==> src/rtl/pw_trigger_monitor.sv <==
// Receive-side trigger monitor: synchronizes an asynchronous trigger line and measures
// start-to-rise delay, high width and rising-edge count, holding each result until acked.
module pw_trigger_monitor #(
    parameter int unsigned pDELAY_WIDTH = 20,
    parameter int unsigned pWIDTH_WIDTH = 17,
    parameter int unsigned pSYNC_STAGES = 2,
    parameter int unsigned pCOUNT_WIDTH = 16
) (
    input  logic                    trigger_clk,
    input  logic                    reset_n_i,
    input  logic                    I_trigger,
    input  logic                    I_start,
    input  logic                    I_arm,
    input  logic                    I_ack,
    output logic [pDELAY_WIDTH-1:0] O_delay,
    output logic [pWIDTH_WIDTH-1:0] O_width,
    output logic [1:0]              O_overflow,
    output logic                    O_valid,
    output logic                    O_busy,
    output logic [pCOUNT_WIDTH-1:0] O_trig_count
);

    typedef enum logic [1:0] {
        IDLE,
        WAIT_RISE,
        HIGH,
        DONE
    } state_t;

    state_t                  state_q;
    logic [pSYNC_STAGES-1:0] sync_q;
    logic                    trig_d_q;
    logic                    trig_s;
    logic                    rise_det;
    logic                    fall_det;
    logic [pDELAY_WIDTH-1:0] dcnt_q;
    logic [pWIDTH_WIDTH-1:0] wcnt_q;
    logic [pDELAY_WIDTH-1:0] delay_q;
    logic [pWIDTH_WIDTH-1:0] width_q;
    logic [1:0]              ovf_q;
    logic                    valid_q;
    logic                    busy_q;
    logic [pCOUNT_WIDTH-1:0] count_q;
    logic [pCOUNT_WIDTH-1:0] count_d;

    // Rise and fall see the same pipeline depth, so the width is not skewed.
    always_ff @(posedge trigger_clk or negedge reset_n_i) begin
        if (!reset_n_i) begin
            sync_q   <= '0;
            trig_d_q <= 1'b0;
        end else begin
            sync_q   <= {sync_q[pSYNC_STAGES-2:0], I_trigger};
            trig_d_q <= sync_q[pSYNC_STAGES-1];
        end
    end

    assign trig_s   = sync_q[pSYNC_STAGES-1];
    assign rise_det = trig_s & ~trig_d_q;
    assign fall_det = ~trig_s & trig_d_q;

    always_ff @(posedge trigger_clk or negedge reset_n_i) begin
        if (!reset_n_i) begin
            state_q <= IDLE;
            dcnt_q  <= '0;
            wcnt_q  <= '0;
            delay_q <= '0;
            width_q <= '0;
            ovf_q   <= '0;
            valid_q <= 1'b0;
            busy_q  <= 1'b0;
        end else begin
            case (state_q)
                IDLE: begin
                    if (I_start && I_arm) begin
                        state_q <= WAIT_RISE;
                        busy_q  <= 1'b1;
                        dcnt_q  <= pDELAY_WIDTH'(1);
                        ovf_q   <= '0;
                    end
                end
                WAIT_RISE: begin
                    if (!I_arm) begin
                        state_q <= IDLE;
                        busy_q  <= 1'b0;
                    end else if (I_start) begin
                        dcnt_q <= pDELAY_WIDTH'(1);
                        ovf_q  <= '0;
                    end else if (rise_det) begin
                        delay_q <= dcnt_q;
                        wcnt_q  <= pWIDTH_WIDTH'(1);
                        state_q <= HIGH;
                    end else if (dcnt_q == '1) begin
                        ovf_q[0] <= 1'b1;
                    end else begin
                        dcnt_q <= dcnt_q + pDELAY_WIDTH'(1);
                    end
                end
                HIGH: begin
                    if (!I_arm) begin
                        state_q <= IDLE;
                        busy_q  <= 1'b0;
                    end else if (fall_det) begin
                        width_q <= wcnt_q;
                        state_q <= DONE;
                        valid_q <= 1'b1;
                        busy_q  <= 1'b0;
                    end else if (wcnt_q == '1) begin
                        ovf_q[1] <= 1'b1;
                    end else begin
                        wcnt_q <= wcnt_q + pWIDTH_WIDTH'(1);
                    end
                end
                DONE: begin
                    // Result is held regardless of arm; only an ack releases it.
                    if (I_ack) begin
                        state_q <= IDLE;
                        valid_q <= 1'b0;
                    end
                end
                default: begin
                    state_q <= IDLE;
                    busy_q  <= 1'b0;
                    valid_q <= 1'b0;
                end
            endcase
        end
    end

    always_comb begin
        count_d = count_q;
        if (rise_det && I_arm) begin
            count_d = count_q + pCOUNT_WIDTH'(1);
        end
    end

    always_ff @(posedge trigger_clk or negedge reset_n_i) begin
        if (!reset_n_i) begin
            count_q <= '0;
        end else begin
            count_q <= count_d;
        end
    end

    assign O_delay      = delay_q;
    assign O_width      = width_q;
    assign O_overflow   = ovf_q;
    assign O_valid      = valid_q;
    assign O_busy       = busy_q;
    assign O_trig_count = count_q;

endmodule

==> config.mk <==
export PLATFORM = sky130hd
export DESIGN_NAME = pw_trigger_monitor
export DESIGN_NICKNAME = d
export VERILOG_FILES = /design/src/rtl/pw_trigger_monitor.sv
export SDC_FILE = /design/constraint.sdc
export NUM_CORES = 1
export LEC_CHECK = 0
export CAP_MARGIN = 40
export CORE_MARGIN = 3
export CORE_UTILIZATION = 35
export CTS_CLUSTER_SIZE = 16
export DETAILED_ROUTE_END_ITERATION = 10
export GPL_ROUTABILITY_DRIVEN = 0
export PLACE_DENSITY_LB_ADDON = 0.2
export SLEW_MARGIN = 0
export SYNTH_ARGS = -nofsm -noshare
export SYNTH_HDL_FRONTEND = slang
export SYNTH_SLANG_ARGS = --single-unit
export TNS_END_PERCENT = 30
==> constraint.sdc <==
create_clock -name trigger_clk -period 7 [get_ports trigger_clk]
set_input_delay 1.4 -clock trigger_clk [delete_from_list [all_inputs] [get_ports trigger_clk]]
set_output_delay 1.4 -clock trigger_clk [all_outputs]
set_load 0.1 [all_outputs]
==> results of run 1 <==
==> registers in the layout, summed over array words and instances, names as in the netlist <==
name	flops
dcnt_q	20
trig_d_q	1
sync_q	2
O_busy	1
O_trig_count	16
O_overflow	2
O_width	17
state_q	2
O_delay	20
O_valid	1
wcnt_q	17
==> critical path, stage by stage <==
cell,delay [ns]
clkdlybuf4s50_1,0.68
o21ai_1,0.18
a21o_1,0.23
or4_1,0.65
or3_1,0.38
a21oi_1,0.17
==> metal layers <==
metal / part of all wire (%) / vias to the layer above / wire length (µm)
met5: 0 / - / 0
met1: 45 / 1723 / 4640
met3: 3.3 / 12 / 338
li1: - / 1748 / -
met4: 1.4 / 0 / 145
met2: 50 / 54 / 5190
==> area by class of cell <==
cell class | instances | share of cell area, %
clock inverter | 7 | 1.02
multi-input combinational | 296 | 30.8
sequential | 99 | 37.3
inverter | 11 | 0.622
timing repair buffer | 125 | 23.6
clock buffer | 9 | 3.39
tap | 172 | 3.24
==> where the power goes <==
| group | switching, W | internal, W |
|---|---|---|
| clock network | 0.000216 | 0.000276 |
| logic | 0.000467 | 0.000274 |
| registers | 0.0000638 | 0.000633 |
| total | 0.000746 | 0.00118 |
==> cell usage in the layout (no fill, tap or decap), types with 7 or more instances in the layout <==
cell             synthesis  layout
a21oi_1                 19      19
clkdlybuf4s50_1          0      61
or3_1                    9       9
ha_1                     9       9
and3_1                   7       7
buf_8                    0      56
mux2_2                  40      40
nand3_1                 22      22
xor2_1                  12      12
nor3_1                   7       7
o21ai_0                 12      12
nand2_1                 38      38
or4_1                    7       7
nand4_1                  9       9
dfrtp_1                 99      99
xnor2_1                 15      15
inv_1                   11      11
clkbuf_16                0       9
nor2_1                  32      32
nor4_1                   7       7
==> through the flow <==
step | total power, W | setup slack, ns | cell area (µm²)
2_1_floorplan | 0.00116 | 4.00 | 4630
3_3_place_gp | 0.00130 | 3.22 | 5410
3_5_place_dp | 0.00145 | 3.19 | 6350
4_1_cts | 0.00196 | 3.56 | 6640
5_1_grt | 0.00203 | 3.39 | 6640
6_report | 0.00193 | 3.56 | 6640
==> logic make-up (layout without fill, tap and decap cells) <==
family,after synthesis,after routing,synth area share [%]
AND/OR/NAND/NOR,159,159,18.0
XOR/XNOR,27,27,5.11
flip-flops,99,99,53.5
adder cells (fa/ha/maj),9,9,2.43
AO/OA/AOI/OAI,55,55,7.62
multiplexers,46,46,11.0
buffers and inverters,26,152,2.38
==> path summary, 6_finish.rpt <==
path                           start     endpoint  slack, ns  cells after the start
min reg2reg                sync_q[0]    sync_q[1]       0.38                      0
min                        sync_q[0]    sync_q[1]       0.38                      0
max in group asynchronous  reset_n_i  O_width[13]       4.81                      2
max reg2reg                wcnt_q[0]   wcnt_q[15]       4.21                     10
max                            I_arm   wcnt_q[15]       3.56                      6
min in group asynchronous  reset_n_i   O_delay[8]       1.01                      1
==> flow_summary.json, run 1 <==
{
  "status": "completed",
  "powerDensity_mw_per_mm2": 291,
  "htreeDepth": 3,
  "cts_resized": 0,
  "clock-sinks": 99,
  "synth_most_common_cell": "dfrtp_1",
  "synth_flop_cell": "dfrtp_1",
  "drt-pass1-iter-count": 4,
  "maxSlewHeadroom_pct": 47.2,
  "ant_nets": 0,
  "drt_iter0_drc": 179,
  "cp-start-kind": "input pin",
  "antenna_found_initial": 0,
  "start_util_pct": 36.3,
  "final_max_slew_viol_count": 0,
  "synth_seq_cells": 99,
  "io_pins": 63,
  "dp_cells": 703,
  "layout-drive-gt1-share_pct": 22.9,
  "nets": 557,
  "async_flop_share_pct": 100,
  "chipWidth_um": 121,
  "areaGrowthSynthToFinish_pct": 43.3,
  "clk_path_buf_depth": 2,
  "synth_common_cells": "dfrtp_1 (99), mux2_2 (40), nand2_1 (38), nor2_1 (32), nand3_1 (22)",
  "fin_crit_ns": 3.44,
  "die_y_um": 121,
  "grt-ovfl-total": 0,
  "grt_max_degree": 63,
  "cts-root-buf": "clkbuf_16",
  "vias_per_cell": 4.92,
  "use_met1_pct": 19.7,
  "diodes": 0,
  "worstSetupPathType": "input pin to register",
  "hold_path.class": "register to register",
  "fin_skew_ns": 0.00890,
  "synth_nets": 436,
  "cts_buffers": 9,
  "final_cells": 719,
  "grt_usage_pct": 15.2,
  "syn-cell-area_mm2": 0.00463,
  "path_clk_slew_ns": 0.07,
  "routed_wirelength_um": 10300,
  "multiInputGateArea_mm2": 0.00204,
  "wl_per_cell_um": 14.3,
  "port_buffers": 62,
  "path_max_fanout": 10,
  "layout_worst_path_cycle_share_pct": 49.2,
  "core.rowCount": 41,
  "synth_area_leader_cell": "dfrtp_1",
  "vdd_ir_drop_max_uv": 169,
  "fillers": 1092,
  "cts_tree": "yes",
  "yosysSeqAreaShare_pct": 53.5,
  "cp-end-kind": "register",
  "cts_setup_buffers": 0,
  "utilization_pct": 52.0,
  "holdBufCountCts": 0,
  "ff_latch_area_mm2": 0.00248,
  "grt_pass1_wl_um": 17800,
  "met2_usage_pct": 25.2,
  "ys_warn_count": 0,
  "met3_usage_pct": 3.78,
  "grt_setup_unrepaired": "no",
  "cp.required_ns": 7.27,
  "grt_pass1_vias": 3611,
  "crit_arrival_ns": 3.71,
  "yosysTopAreaCellShare_pct": 53.5,
  "synth_enable_flop_cells": 0,
  "hold_viol": 0,
  "synth_area_leaders": "dfrtp_1 (53%), mux2_2 (9.7%), nand2_1 (3.1%)",
  "worst_pin_slew_ns": 0.791,
  "tns_ns": 0,
  "core_mm2": 0.0128,
  "synth.distinct_cells": 48,
  "setup_viol_count_final": 0,
  "drc": 0,
  "grt.busiest_layer": "met2",
  "syn-instance-count": 421,
  "die-area_mm2": 0.0147,
  "dp_hpwl_um": 7580,
  "num_vias": 3537,
  "max_freq_ghz": 0.291,
  "clk_latency_ns": 0.35,
  "max-cap-violations": 0,
  "leakagePower_nw": 2.97,
  "hold_slack_ns": 0.376,
  "syn-mean-instance-area_um2": 11.0
}
Power figures use the tool's default switching activity.
==> run 2: changes to the inputs <==
Clock period 7 ns to 3.2 ns, I/O delays scaled along.
==> run 2 against run 1 <==
Global-route usage decreased by 0.94 points. Clock power increased by 120%. Sequential power increased by 120%. Routed wire length decreased by 5.6%. Non-clock buffer count decreased by 56. Die area unchanged. First-iteration DRC count increased by 5.0%. Design area decreased by 15%. Clock-buffer cell count increased by 1. Via count decreased by 4.1%. Clock skew decreased by 0.0023 ns.
==> flow_summary.json, run 2 (synthesis results as in run 1) <==
{
  "status": "completed",
  "grt_setup_unrepaired": "no",
  "dp_hpwl_um": 7050,
  "cp-end-kind": "register",
  "drt_iter0_drc": 188,
  "routed_wirelength_um": 9730,
  "holdBufCountCts": 0,
  "num_vias": 3393,
  "powerDensity_mw_per_mm2": 691,
  "diodes": 0,
  "worstSetupPathType": "register to register",
  "dp_cells": 647,
  "drt-pass1-iter-count": 4,
  "hold_slack_ns": 0.284,
  "die-area_mm2": 0.0147,
  "layout_worst_path_cycle_share_pct": 84.3,
  "design_area_mm2": 0.00563,
  "hold_path.class": "input pin to async pin",
  "max-cap-violations": 0,
  "final_cells": 663,
  "final_cell_mix": "dfrtp_1 (99), buf_4 (63), mux2_2 (40)",
  "cpLargestDelayFamily": "simple AND/OR/NAND/NOR gates",
  "antenna_found_initial": 0,
  "io_pins": 63,
  "maxSlewHeadroom_pct": 58.5,
  "multiInputGateArea_mm2": 0.00204,
  "nets": 501,
  "vdd_ir_drop_max_uv": 313,
  "cts_tree": "yes",
  "drc": 0,
  "htreeDepth": 3,
  "tns_ns": 0,
  "areaGrowthSynthToFinish_pct": 21.4,
  "worst_pin_slew_ns": 0.623,
  "place_area_mm2": 0.00533,
  "fin_skew_ns": 0.00655,
  "cts_resized": 0,
  "path_clk_slew_ns": 0.07,
  "cp.required_ns": 3.48,
  "path_max_fanout": 10,
  "grt_usage_pct": 14.3,
  "die_y_um": 121,
  "setup_viol_count_final": 0,
  "path_buf_inv": 0,
  "cp-start-kind": "register",
  "core.rowCount": 41,
  "cts_setup_buffers": 0,
  "clk_latency_ns": 0.35,
  "leakagePower_nw": 2.66,
  "clock-sinks": 99,
  "clk_path_buf_depth": 2,
  "critPathMaxStageDelay_ns": 0.63,
  "grt_pass1_wl_um": 16600,
  "grt_max_degree": 57,
  "vias_per_cell": 5.12,
  "core_mm2": 0.0128,
  "crit_arrival_ns": 2.98,
  "fillers": 1225,
  "fin_crit_ns": 2.70,
  "total_power_w": 0.00389,
  "chipWidth_um": 121,
  "grt-ovfl-total": 0,
  "final_common_cell": "dfrtp_1",
  "crit_chain": "and3_1, and4_1, nand2_1, nor2_1, ha_1, a21o_1, or4_1, or4_1, nand2_1",
  "final_max_slew_viol_count": 0,
  "cts_buffers": 9,
  "r2r_setup_slack_ns": 0.50,
  "r2r-start": "wcnt_q[7]",
  "port_buffers": 62,
  "start_util_pct": 36.3,
  "cts-root-buf": "clkbuf_16",
  "grt_pass1_vias": 3358,
  "startpoint": "wcnt_q[7]",
  "ant_nets": 0,
  "wl_per_cell_um": 14.7,
  "layout-drive-gt1-share_pct": 25.9,
  "max_freq_ghz": 0.371,
  "worst_path_max_delay_cell": "or4_1",
  "ff_latch_area_mm2": 0.00248,
  "hold_viol": 0
}
[run 2: path summary, 6_finish.rpt]
check,end,cells after the start
max,wcnt_q[13],9
min,dcnt_q[12],1
max reg2reg,wcnt_q[13],9
min reg2reg,sync_q[1],0
max in group asynchronous,O_width[9],2
min in group trigger_clk,sync_q[1],0
[run 2: stage by stage]
stage	setup WS (ns)	utilization [%]
after floorplan	0.737	-
after global placement	0.450	41.7
after detailed placement	0.390	41.7
after CTS	0.493	44.0
after global routing	0.318	44.0
final	0.503	44.0
[run 2: where the power goes]
part / internal [W] / total [W] / switching (W)
sequential: 0.00138 / 0.00153 / 0.000143
clock: 0.000620 / 0.00107 / 0.000452
combinational: 0.000330 / 0.00129 / 0.000959
[run 2: layout make-up]
type	count	share of cell area, %
sequential	99	44.0
multi-input combinational	296	36.3
timing repair buffer	69	9.83
clock buffer	10	4.25
tap	172	3.83
clock inverter	6	0.979
inverter	11	0.734
[run 2: layer usage]
layer	vias to the layer above	routed length [µm]	global-route usage, %
li1	1631	-	-
met4	0	175	4.75
met1	1673	4370	17.9
met2	75	4730	23.4
met3	14	464	4.29
met5	-	0	0
[run 2: worst register-to-register path, cell delays in order, from the launching register on]
cell and delay [ns]:
dfrtp_1 0.42, and3_1 0.22, and4_1 0.21, nand2_1 0.10, nor2_1 0.05, ha_1 0.22, a21o_1 0.24, or4_1 0.63
or4_1 0.45, nand2_1 0.08
==> run 3: changes to the inputs <==
Clock period 3.2 ns to 2.2 ns, I/O delays scaled along.
==> run 3 against run 2 <==
Sequential share of layout area decreased by 4.5 points. Largest power group is now combinational cells. Via count increased by 6.8%. Sequential cell count unchanged. Global-route usage increased by 0.95 points. Highest routed layer unchanged. The run now ends with negative setup slack left. Register-to-register slack got worse by 0.52 ns. Critical endpoint unchanged.
==> flow_summary.json, run 3 (synthesis results as in run 1) <==
{
  "pre_cts_ws_ns": -0.282,
  "fin_crit_ns": 2.21,
  "wl_per_cell_um": 14.8,
  "layout-drive-gt1-share_pct": 38.2,
  "dp_cells": 709,
  "final_max_slew_viol_count": 0,
  "clock-sinks": 99,
  "cp-end-kind": "register",
  "dp_hpwl_um": 7780,
  "grt_usage_pct": 15.2,
  "powerDensity_mw_per_mm2": 974,
  "path_max_fanout": 5,
  "final_common_cell": "buf_4",
  "cts_buffers": 9,
  "vdd_ir_drop_max_uv": 418,
  "path_clk_slew_ns": 0.07,
  "clk_path_buf_depth": 2,
  "areaGrowthSynthToFinish_pct": 35.1,
  "drc": 0,
  "clock_power_share_pct": 27.2,
  "hold_path.class": "input pin to async pin",
  "total_power_w": 0.00610,
  "leakagePower_nw": 2.99,
  "combPwrFrac_pct": 37.2,
  "startpoint": "wcnt_q[13]",
  "max_freq_ghz": 0.452,
  "grt_pass1_wl_um": 17900,
  "p_int_w": 0.00373,
  "max-cap-violations": 0,
  "worstSetupPathType": "register to register",
  "place_area_mm2": 0.00583,
  "diodes": 0,
  "final_cells": 727,
  "grt_max_degree": 48,
  "chipWidth_um": 121,
  "routed_wirelength_um": 10800,
  "holdBufCountCts": 0,
  "crit_arrival_ns": 2.50,
  "hold_slack_ns": 0.0437,
  "start_util_pct": 36.3,
  "core.rowCount": 41,
  "drt_iter0_drc": 161,
  "grt-ovfl-total": 0,
  "die-area_mm2": 0.0147,
  "drt-pass1-iter-count": 4,
  "r2r-start": "wcnt_q[13]",
  "grt_setup_unrepaired": "yes",
  "vias_per_cell": 4.98,
  "grt_pass1_vias": 3640,
  "final_cell_mix": "buf_4 (125), dfrtp_1 (99), mux2_2 (40)",
  "nets": 565,
  "cp.required_ns": 2.49,
  "switching_share_pct": 38.8,
  "setup_viol_count_final": 1,
  "io_pins": 63,
  "post-route-worst-setup-slack_ns": -0.0136,
  "design_area_mm2": 0.00626,
  "violations": "negative setup slack",
  "status": "finished, violations left",
  "antenna_found_initial": 0,
  "maxSlewHeadroom_pct": 59.1,
  "worst_pin_slew_ns": 0.608,
  "core_mm2": 0.0128,
  "port_buffers": 62,
  "htreeDepth": 3,
  "seqPwrFrac_pct": 35.6,
  "clk_latency_ns": 0.35,
  "cp-start-kind": "register",
  "switchingPower_w": 0.00237,
  "num_vias": 3623,
  "hold_viol": 0,
  "layout_worst_path_cycle_share_pct": 101,
  "ant_nets": 0,
  "cts_tree": "yes",
  "fin_skew_ns": 0.00366,
  "cts-root-buf": "clkbuf_16",
  "die_y_um": 121
}
-- run 3: cell types whose count changed in the layout (fill, tap and decap cells not counted), moves of 3 or more --
cell and change:
ha_2 +3, nor4_2 +3, nor4_1 -3, ha_1 -5, buf_4 +62, or4_4 +3
nand2_1 -3, clkinv_2 -5
-- run 3: cell type report --
| cell class | count | area, µm² |
|---|---|---|
| Multi-Input combinational cell | 297 | 2170 |
| Tap cell | 172 | 215 |
| Fill cell | 1200 | 6520 |
| Clock inverter | 3 | 45.0 |
| Timing Repair Buffer | 132 | 1040 |
| Sequential cell | 99 | 2480 |
| Inverter | 11 | 41.3 |
| Clock buffer | 13 | 270 |
-- run 3: path summary, 6_finish.rpt --
kind	endpoint	slack [ns]	cells past startpoint
min reg2reg	sync_q[1]	0.35	0
max in group asynchronous	O_trig_count[1]	1.51	2
max reg2reg	wcnt_q[13]	-0.01	9
min in group trigger_clk	sync_q[1]	0.35	0
max	wcnt_q[13]	-0.01	9
min	O_delay[13]	0.04	1
-- run 3: power by group through the flow --
| stage | Sequential, W | Clock (W) | Combinational, W |
|---|---|---|---|
| CTS | 0.00217 | 0.00171 | 0.00226 |
| global route | 0.00221 | 0.00178 | 0.00242 |
| floorplan | 0.00301 | 0 | 0.000667 |
| global placement | 0.00219 | 0 | 0.00222 |
| detailed placement | 0.00220 | 0 | 0.00224 |
| finish | 0.00217 | 0.00166 | 0.00227 |
-- run 3: layer usage --
layer | GRT usage, % | share of wire, % | vias to the layer above
met5 | 0 | 0 | -
met4 | 6.59 | 1.9 | 0
met3 | 2.75 | 2.9 | 13
met2 | 25.2 | 51 | 52
met1 | 19.5 | 44 | 1792
li1 | - | - | 1766
-- run 3: metrics by stage --
stage,TNS (ns),utilization [%]
2_1_floorplan,-0.326,-
3_3_place_gp,-2.12,45.6
3_5_place_dp,-2.84,45.6
4_1_cts,-0.166,48.2
5_1_grt,-0.312,49.0
6_report,-0.0136,49.0
-- run 3: critical path, cell delays in order, from the launching register on --
cell     delay (ns)
dfrtp_1        0.38
and2_1         0.15
and4_4         0.20
nand2_4        0.07
nor2_4         0.04
ha_4           0.15
a21o_1         0.18
or4_4          0.47
or4_4          0.44
nand2_2        0.07
-- run 3: what timing repair did --
action                     4_1_cts  5_1_grt
setup endpoints to repair        9       18
buffers inserted                 0        1
gates resized for setup          3       20
gates cloned                     0        1
pin swaps                        1        2
